[src/rtl/imem_loader_if.sv]
// Handshake and memory-port bundle between the byte source, the program
// loader and the core's instruction memory / reset.
interface imem_loader_if;
  logic [7:0]  rx_data;
  logic        rx_valid;
  logic        rx_ready;
  logic        reload;
  logic [31:0] imem_din;
  logic [31:0] imem_addr;
  logic        imem_web;
  logic        core_rstn;
  logic        busy;
  logic        done;
  logic        error;
  logic [15:0] words_written;

  // master: byte source / supervisor side; slave: the loader itself
  modport master (
    output rx_data, rx_valid, reload,
    input  rx_ready, imem_din, imem_addr, imem_web, core_rstn,
           busy, done, error, words_written
  );

  modport slave (
    input  rx_data, rx_valid, reload,
    output rx_ready, imem_din, imem_addr, imem_web, core_rstn,
           busy, done, error, words_written
  );
endinterface

[src/rtl/imem_loader.sv]
// Framed byte-stream program loader: assembles little-endian words, writes them
// to instruction memory and holds the core in reset until a valid frame lands.
module imem_loader #(
  parameter logic [31:0] ADDR_BASE      = 32'h0000_0000,
  parameter int unsigned MAX_WORDS      = 1024,
  parameter int unsigned TIMEOUT_CYCLES = 1_000_000
) (
  input logic         clk,
  input logic         rstn,
  imem_loader_if.slave bus
);

  typedef enum logic [2:0] {
    S_IDLE,
    S_LEN_HI,
    S_DATA,
    S_WRITE,
    S_CSUM,
    S_DONE,
    S_ERROR
  } state_t;

  localparam int unsigned   TO_W    = (TIMEOUT_CYCLES > 1) ? $clog2(TIMEOUT_CYCLES) : 1;
  localparam logic [TO_W-1:0] TO_LAST = TO_W'(TIMEOUT_CYCLES - 1);
  localparam logic [16:0]   MAX_N   = 17'(MAX_WORDS);

  state_t      state_q, state_d;
  logic [15:0] len_q, len_d;
  logic [1:0]  idx_q, idx_d;
  logic [31:0] word_q, word_d;
  logic [7:0]  csum_q, csum_d;
  logic [31:0] addr_q, addr_d;
  logic [15:0] ww_q, ww_d;
  logic [TO_W-1:0] to_q, to_d;
  logic        web_q, web_d;
  logic        core_rstn_q, core_rstn_d;
  logic        done_q, done_d;
  logic        error_q, error_d;

  logic        rx_ready;
  logic        take;
  logic        timed;
  logic [15:0] len_full;

  assign rx_ready = (state_q == S_IDLE) || (state_q == S_LEN_HI) ||
                    (state_q == S_DATA) || (state_q == S_CSUM);
  assign take     = bus.rx_valid && rx_ready;
  assign timed    = (state_q == S_LEN_HI) || (state_q == S_DATA) || (state_q == S_CSUM);
  assign len_full = {bus.rx_data, len_q[7:0]};

  always_ff @(posedge clk or negedge rstn) begin
    if (!rstn) begin
      state_q     <= S_IDLE;
      len_q       <= '0;
      idx_q       <= '0;
      word_q      <= '0;
      csum_q      <= '0;
      addr_q      <= ADDR_BASE;
      ww_q        <= '0;
      to_q        <= '0;
      web_q       <= 1'b1;
      core_rstn_q <= 1'b0;
      done_q      <= 1'b0;
      error_q     <= 1'b0;
    end else begin
      state_q     <= state_d;
      len_q       <= len_d;
      idx_q       <= idx_d;
      word_q      <= word_d;
      csum_q      <= csum_d;
      addr_q      <= addr_d;
      ww_q        <= ww_d;
      to_q        <= to_d;
      web_q       <= web_d;
      core_rstn_q <= core_rstn_d;
      done_q      <= done_d;
      error_q     <= error_d;
    end
  end

  always_comb begin
    state_d = state_q;
    len_d   = len_q;
    idx_d   = idx_q;
    word_d  = word_q;
    csum_d  = csum_q;
    addr_d  = addr_q;
    ww_d    = ww_q;
    to_d    = to_q;

    case (state_q)
      S_IDLE: begin
        if (take) begin
          len_d[7:0] = bus.rx_data;
          state_d    = S_LEN_HI;
        end
      end
      S_LEN_HI: begin
        if (take) begin
          len_d[15:8] = bus.rx_data;
          idx_d       = 2'd0;
          if ({1'b0, len_full} > MAX_N) begin
            state_d = S_ERROR;
          end else if (len_full == 16'd0) begin
            state_d = S_CSUM;
          end else begin
            state_d = S_DATA;
          end
        end
      end
      S_DATA: begin
        if (take) begin
          word_d[idx_q*8 +: 8] = bus.rx_data;
          csum_d               = csum_q + bus.rx_data;
          idx_d                = idx_q + 2'd1;
          if (idx_q == 2'd3) begin
            state_d = S_WRITE;
          end
        end
      end
      S_WRITE: begin
        addr_d  = addr_q + 32'd4;
        ww_d    = ww_q + 16'd1;
        state_d = ((ww_q + 16'd1) == len_q) ? S_CSUM : S_DATA;
      end
      S_CSUM: begin
        if (take) begin
          state_d = (bus.rx_data == csum_q) ? S_DONE : S_ERROR;
        end
      end
      S_DONE, S_ERROR: begin
        // Rearm for a fresh frame; memory contents are left untouched.
        if (bus.reload) begin
          state_d = S_IDLE;
          ww_d    = '0;
          addr_d  = ADDR_BASE;
          csum_d  = '0;
        end
      end
      default: state_d = S_IDLE;
    endcase

    // Inter-byte watchdog; only the waiting states can stall.
    if (timed && !take) begin
      if (to_q == TO_LAST) begin
        state_d = S_ERROR;
      end else begin
        to_d = to_q + 1'b1;
      end
    end
    if (take || (state_d != state_q)) begin
      to_d = '0;
    end
  end

  // Memory strobe and status are registered from the next state so the core
  // sees glitch-free signals that change on the same edge as the FSM.
  always_comb begin
    web_d       = (state_d != S_WRITE);
    core_rstn_d = (state_d == S_DONE);
    done_d      = (state_d == S_DONE);
    error_d     = (state_d == S_ERROR);
  end

  assign bus.rx_ready      = rx_ready;
  assign bus.imem_din      = word_q;
  assign bus.imem_addr     = addr_q;
  assign bus.imem_web      = web_q;
  assign bus.core_rstn     = core_rstn_q;
  assign bus.busy          = (state_q == S_LEN_HI) || (state_q == S_DATA) ||
                             (state_q == S_WRITE)  || (state_q == S_CSUM);
  assign bus.done          = done_q;
  assign bus.error         = error_q;
  assign bus.words_written = ww_q;

endmodule

[src/flat_wrapper.sv]
// flat-port wrapper written by rule: the top's interface ports become plain ports
module imem_loader_flat 
#(
  parameter logic [31:0] ADDR_BASE      = 32'h0000_0000,
  parameter int unsigned MAX_WORDS      = 1024,
  parameter int unsigned TIMEOUT_CYCLES = 1_000_000
)
  (clk, rstn, bus_rx_data, bus_rx_valid, bus_reload, bus_rx_ready, bus_imem_din, bus_imem_addr, bus_imem_web, bus_core_rstn, bus_busy, bus_done, bus_error, bus_words_written);
  imem_loader_if bus_i ();
  input logic clk;
  input logic rstn;
  input wire logic [$bits(bus_i.rx_data)-1:0] bus_rx_data;
  input wire logic [$bits(bus_i.rx_valid)-1:0] bus_rx_valid;
  input wire logic [$bits(bus_i.reload)-1:0] bus_reload;
  output wire logic [$bits(bus_i.rx_ready)-1:0] bus_rx_ready;
  output wire logic [$bits(bus_i.imem_din)-1:0] bus_imem_din;
  output wire logic [$bits(bus_i.imem_addr)-1:0] bus_imem_addr;
  output wire logic [$bits(bus_i.imem_web)-1:0] bus_imem_web;
  output wire logic [$bits(bus_i.core_rstn)-1:0] bus_core_rstn;
  output wire logic [$bits(bus_i.busy)-1:0] bus_busy;
  output wire logic [$bits(bus_i.done)-1:0] bus_done;
  output wire logic [$bits(bus_i.error)-1:0] bus_error;
  output wire logic [$bits(bus_i.words_written)-1:0] bus_words_written;
  assign bus_i.rx_data = bus_rx_data;
  assign bus_i.rx_valid = bus_rx_valid;
  assign bus_i.reload = bus_reload;
  assign bus_rx_ready = bus_i.rx_ready;
  assign bus_imem_din = bus_i.imem_din;
  assign bus_imem_addr = bus_i.imem_addr;
  assign bus_imem_web = bus_i.imem_web;
  assign bus_core_rstn = bus_i.core_rstn;
  assign bus_busy = bus_i.busy;
  assign bus_done = bus_i.done;
  assign bus_error = bus_i.error;
  assign bus_words_written = bus_i.words_written;
  imem_loader #(.ADDR_BASE(ADDR_BASE), .MAX_WORDS(MAX_WORDS), .TIMEOUT_CYCLES(TIMEOUT_CYCLES)) u_core (.clk(clk), .rstn(rstn), .bus(bus_i));
endmodule
[config.mk]
export PLATFORM = sky130hd
export DESIGN_NAME = imem_loader_flat
export DESIGN_NICKNAME = d
export VERILOG_FILES = /design/src/rtl/imem_loader_if.sv /design/src/rtl/imem_loader.sv /design/src/flat_wrapper.sv
export SDC_FILE = /design/constraint.sdc
export NUM_CORES = 1
export LEC_CHECK = 0
export BUFFER_PORTS_ARGS = -buffer_cell sky130_fd_sc_hd__clkbuf_2
export CAP_MARGIN = 20
export CORE_ASPECT_RATIO = 1.1
export CORE_MARGIN = 5
export CORE_UTILIZATION = 45
export CTS_CLUSTER_DIAMETER = 50
export DETAILED_ROUTE_END_ITERATION = 8
export PLACE_DENSITY_LB_ADDON = 0.1
export SKIP_CTS_REPAIR_TIMING = 1
export SYNTH_ARGS = -nofsm -noshare
export SYNTH_HDL_FRONTEND = slang
export SYNTH_SLANG_ARGS = --single-unit
[constraint.sdc]
create_clock -name clk -period 2.7 [get_ports clk]
set_input_delay 0.27 -clock clk [delete_from_list [all_inputs] [get_ports clk]]
set_output_delay 0.27 -clock clk [all_outputs]
set_load 0.05 [all_outputs]
# [Yosys cells after proc, flatten, opt, wreduce, memory -nomap -nowiden]
# Cells that the tools add are included.
[classes] addsub=6 n_lt_le_gt_ge=1 n_eq_ne=18 shifts=2 n_mux=27 n_reduce_logical=25
[op_table] operator="32-bit case mux with 2 select lines" n=1
[op_table] operator="20-bit two-way mux" n=3
[op_table] operator="5-bit negator with 34-bit output" n=1
[op_table] operator="8-bit by 34-bit variable shift with 32-bit output (first input constant)" n=1
[op_table] operator="8-bit by 34-bit variable part select with 32-bit output" n=1
[op_table] operator="3-bit two-way mux" n=11
[op_table] operator="32-bit by 3-bit adder with 32-bit output (second input constant)" n=1
[op_table] operator="32-bit bitwise mux" n=1
[op_table] operator="32-bit two-way mux" n=1
[op_table] operator="16-bit case mux with 2 select lines" n=1
[op_table] operator="20-bit by 1-bit adder with 20-bit output (second input constant)" n=1
[op_table] operator="20-bit equality test (second input constant)" n=1
[op_table] operator="3-bit case mux with 6 select lines" n=1
[op_table] operator="16-bit by 1-bit adder with 16-bit output (second input constant)" n=1
[op_table] operator="16-bit equality test" n=1
[op_table] operator="16-bit by 11-bit greater-than comparator with 1-bit output (second input constant)" n=1
[op_table] operator="16-bit logical NOT" n=1
[op_table] operator="16-bit two-way mux" n=1
[op_table] operator="8-bit two-way mux" n=2
[op_table] operator="8-bit case mux with 2 select lines" n=1
[op_table] operator="3-bit equality test (second input constant)" n=5
[op_table] operator="2-bit AND reduction" n=5
[op_table] operator="8-bit adder" n=1
[op_table] operator="8-bit equality test" n=1
[op_table] operator="17 further kinds" n=34
[word_totals] ff_bits=132 in_bits=12 elab_cells=91

# [Logic depth before layout (Yosys ltp)]
[depth] depth_word=13 mapped_depth=10 mapped_depth_nobuf=8

# [Worst setup path before layout]
# Ideal clock, no wire load.
[synth_path] kind="flip-flop to flip-flop" startpoint="register u_core.ww_q[0] (netlist: u_core.bus.words_written[0])" endpoint="register u_core.error_q (netlist: u_core.bus.error)" setup_ns=0.073 arrival_time_ns=2.445 setup_slack_ns=0.183 stages_incl_launch_ff=9 path_buffers=0 period_less_slack_ns=2.517 cell_sequence="dfrtp_1 -> ha_1 -> nand3_1 -> nor4_1 -> xnor2_1 -> o2111ai_1 -> nor4_2 -> a21o_1 -> nor2b_1"
[synth_between] elab_chain_len=7
[synth_rtl] element="start: declaration" line_no="imem_loader.sv:33" text="logic [15:0] ww_q, ww_d;"
[synth_rtl] element="start signal: assignment" line_no="imem_loader.sv:72" text="ww_q <= ww_d;"
[synth_rtl] element="16-bit by 1-bit adder with 16-bit output *" line_no="imem_loader.sv:124" text="state_d = ((ww_q + 16'd1) == len_q) ? S_CSUM : S_DATA;"
[synth_rtl] element="16-bit equality test *" line_no="imem_loader.sv:124"
[synth_rtl] element="3-bit two-way mux *" line_no="imem_loader.sv:124"
[synth_rtl] element="3-bit case mux with 6 select lines *" line_no="imem_loader.sv:91" text="case (state_q)"
[synth_rtl] element="3-bit two-way mux" line_no="imem_loader.sv:145" text="if (to_q == TO_LAST) begin"
[synth_rtl] element="3-bit two-way mux *" line_no="imem_loader.sv:144" text="if (timed && !take) begin"
[synth_rtl] element="via u_core.state_d[2]" line_no="imem_loader.sv:27" text="state_t state_q, state_d;"
[synth_rtl] element="3-bit equality test *" line_no="imem_loader.sv:162" text="error_d = (state_d == S_ERROR);"
[synth_rtl] element="via u_core.error_d" line_no="imem_loader.sv:38" text="logic error_q, error_d;"
[synth_rtl] element="end signal: assignment" line_no="imem_loader.sv:77" text="error_q <= error_d;"
[synth_rtl] element="end: declaration" line_no="imem_loader.sv:38"
# Mark *: on every way through the listed nets, which the timed path passes. The rest lies on a longest branch.
# A chain may end at the register's enable or synchronous reset.

# [Worst setup path after layout]
[layout_path] startpoint="register u_core.ww_q[2] (netlist: u_core.bus.words_written[2])" endpoint="register u_core.error_q (netlist: u_core.bus.error)"
# Same word-level chain as after synthesis.

==> metrics.txt <==
run status=finished with violations; failing checks=hold timing; arrival time worst endpoint=2.76 ns; internal power=4.96 mW; area of the multi-input gates=3460 sq um; Initial Utilization=46.0%; 1st-pass router iterations=4; drt total wl=16.8 mm; TritonCTS clock tree=yes; Tot GR Track Use=19.2%; Chip Width=128 um; Gate power share=40.5%; cell row count=47; die area=18,000 sq um; EDFF count, synth=0; Top Ports=98; GRT overflow=0; PD cells=1040 nW/um^2; largest net degree at the start of global routing=131; TritonCTS buffer count=17; Synth Instances=737; Finished Cell Area=8210 sq um; slowest stage delay, CP=0.52 ns; worst hold path type=primary input to async pin; setup violators final=0; Avg Inst Size Synth=9.39 sq um; antenna violations before repair=0; worst r2r dst=u_core.bus.error; Area contributors post-synth=dfrtp_1 47%, nand2_1 6.9%, xnor2_1 4.9%, o21ai_0 4.8%, xor2_1 4.4%; first-pass GRT wire length=27.9 mm; # fillers=1,436; DRC viols=0; final setup TNS=0 ns; IO Port Bufs=95; Iter 0 DRT Violations=368; Tcrit/Tclk final=89.7%; worst endpoint required time=3.04 ns; ant diodes=0; utilization after layout=54.5%; yosys synthesis warning count=0; nature of the critical path endpoint=flop; clock network power share=26.1%; Hold Fails Final Rpt=32; VDD IR-drop max=0.341 mV; Longest Clk Path Bufs=2; buffers and inverters on the worst path=0; via count=5,633; Top FF cell, synth=dfrtp_1; dpl hpwl=11.8 mm; FF+latch area=3250 sq um; Hold WS=-0.0770 ns; Area Overhead vs Synth=18.6%; CP top delay family=simple AND/OR/NAND/NOR gates; FFs w/ async S/R, synth=100%; Seq pwr share=33.4%; vias in the first global route=5,617; Sw Pwr=3.60 mW; Worst-Skew Late Latency=0.41 ns; Sw Share=42.1%; vias per std cell=5.40; CTS root buf=clkbuf_16; Leak=3.74 nW; R2R setup slack=0.28 ns; Setup Crit Path Kind=flop to flop; Seq/Total Area, Yosys=47.0%; Reg2Reg Depth=7; FMAX=413 MHz; Tmin final=2.42 ns; CTS sink cnt=130; synthesized area=6920 sq um; Die Span Y=140 um; GP Congestion=0.859; area of placed instances=7630 sq um; crit-path most repeated cell=nor4_2; Synth area leader=dfrtp_1; Slew Viols, Final=0; clk slew on worst S/H paths=0.06 ns; Core ar.=15,100 sq um; final net count=864; ANT nets after route=0; share of layout cells above drive strength 1=22.6%; H-tree levels=4; Wirelength per Cell=16.1 um; critical path launch point type=flop; slew margin rel.=50.2%; clock skew=0.00512 ns; max-cap violations=0; Yosys top cell area share=46.6%; crit-path cells=nand4_2 > nor4_2 > xnor2_1 > o2111ai_1 > nor4_2 > a21o_1 > nor2b_1; Worst-Margin Slew=0.747 ns; Yosys reg bits=130; Netlist cell types=67; crit-path max FO=10; reg-to-reg startpoint=u_core.bus.words_written[2]; Slowest-stage cell, CP=dfrtp_1; unrepaired setup endpoints after global routing=false
==> metal layers <==
metal	share of wire, %	track usage [%]
met3	5.1	4.23
met4	1.5	6.20
met2	49	32.0
met5	0	0
met1	44	24.6
==> sequential cells by signal, summed over array words and instances, names as in the netlist <==
signal                    cells
u_core.bus.imem_din          32
u_core.bus.imem_web           1
u_core.bus.imem_addr         30
u_core.bus.error              1
u_core.csum_q                 8
u_core.bus.words_written     16
u_core.bus.core_rstn          1
u_core.to_q                  20
u_core.idx_q                  2
u_core.len_q                 16
u_core.state_q                3
==> per-stage QoR <==
| step | hold WS [ns] | setup slack [ns] | power, mW | instances |
|---|---|---|---|---|
| 2_1_floorplan | -0.0256 | 0.183 | 5.48 | 738 |
| 3_3_place_gp | 0.438 | 0.302 | 6.29 | 1012 |
| 3_5_place_dp | 0.449 | 0.282 | 6.37 | 1012 |
| 4_1_cts | 0.0111 | 0.246 | 8.65 | 1044 |
| 5_1_grt | 0.0406 | 0.0211 | 9.10 | 1044 |
| 6_report | -0.0770 | 0.278 | 8.56 | 1044 |
==> final cells by class <==
| cell class | count | share of cell area (%) |
|---|---|---|
| sequential | 130 | 39.7 |
| timing repair buffer | 115 | 7.81 |
| multi-input combinational | 561 | 42.1 |
| clock inverter | 10 | 1.33 |
| inverter | 10 | 0.457 |
| tap | 196 | 2.99 |
| clock buffer | 22 | 5.66 |
==> worst max path at each step <==
stage / to / start / cells after the start / slack [ns]
3_5_place_dp: u_core.to_q[2] / bus_rx_data[3] / 8 / 0.28
2_1_floorplan: u_core.bus.error / u_core.bus.words_written[0] / 8 / 0.18
4_1_cts: u_core.bus.error / u_core.bus.words_written[1] / 8 / 0.25
3_3_place_gp: u_core.bus.error / u_core.bus.words_written[2] / 7 / 0.30
5_1_grt: u_core.bus.error / u_core.bus.words_written[2] / 7 / 0.02
6_report: u_core.bus.error / u_core.bus.words_written[2] / 7 / 0.28
==> synthesized netlist by cell type (all sizes together) (4+ instances only) <==
| master | number |
|---|---|
| nand2 | 127 |
| xor2 | 35 |
| nor4 | 9 |
| xnor2 | 39 |
| clkbuf | 18 |
| nor2 | 71 |
| dfrtp | 129 |
| mux2 | 16 |
| buf | 19 |
| nand2b | 4 |
| nand4 | 14 |
| a31oi | 4 |
| nor3 | 12 |
| a22o | 7 |
| o21ai | 67 |
| and4 | 5 |
| nor2b | 5 |
| nand3 | 27 |
| o31ai | 7 |
| and3 | 15 |
| or3 | 9 |
| ha | 16 |
| and2 | 5 |
| a21o | 5 |
| a21oi | 19 |
| inv | 10 |
==> power by group through the flow <==
stage	Clock [mW]	Combinational (mW)	Sequential, mW
2_1_floorplan	0	1.90	3.58
6_report	2.24	3.47	2.86
3_5_place_dp	0	3.48	2.89
4_1_cts	2.29	3.50	2.86
3_3_place_gp	0	3.42	2.86
5_1_grt	2.37	3.79	2.93
==> cells by family (layout without fill, tap and decap cells) <==
kind of cell / after synthesis / count (layout) / share of synthesized area, %
mux: 19 / 19 / 3.04
xor+xnor: 74 / 74 / 9.36
buf+inv: 47 / 157 / 3.18
flops: 130 / 130 / 47.0
compound gates: 135 / 135 / 12.1
simple gates: 314 / 314 / 22.1
other cells: 1 / 2 / 0.0542
fa+ha+maj: 17 / 17 / 3.18
==> placed cells by master, fill, tap and decap left out, drive strengths merged, types with 9 or more instances in the layout <==
cell | synthesis | final
nor2 | 71 | 71
mux2 | 16 | 16
nand3 | 27 | 27
ha | 16 | 16
xnor2 | 39 | 39
and3 | 15 | 15
nor3 | 12 | 12
buf | 19 | 21
nand2 | 127 | 127
a21oi | 19 | 19
nand4 | 14 | 14
inv | 10 | 10
dfrtp | 129 | 129
or3 | 9 | 9
o21ai | 67 | 67
xor2 | 35 | 35
clkbuf | 18 | 116
nor4 | 9 | 9
Power figures use the tool's default switching activity.
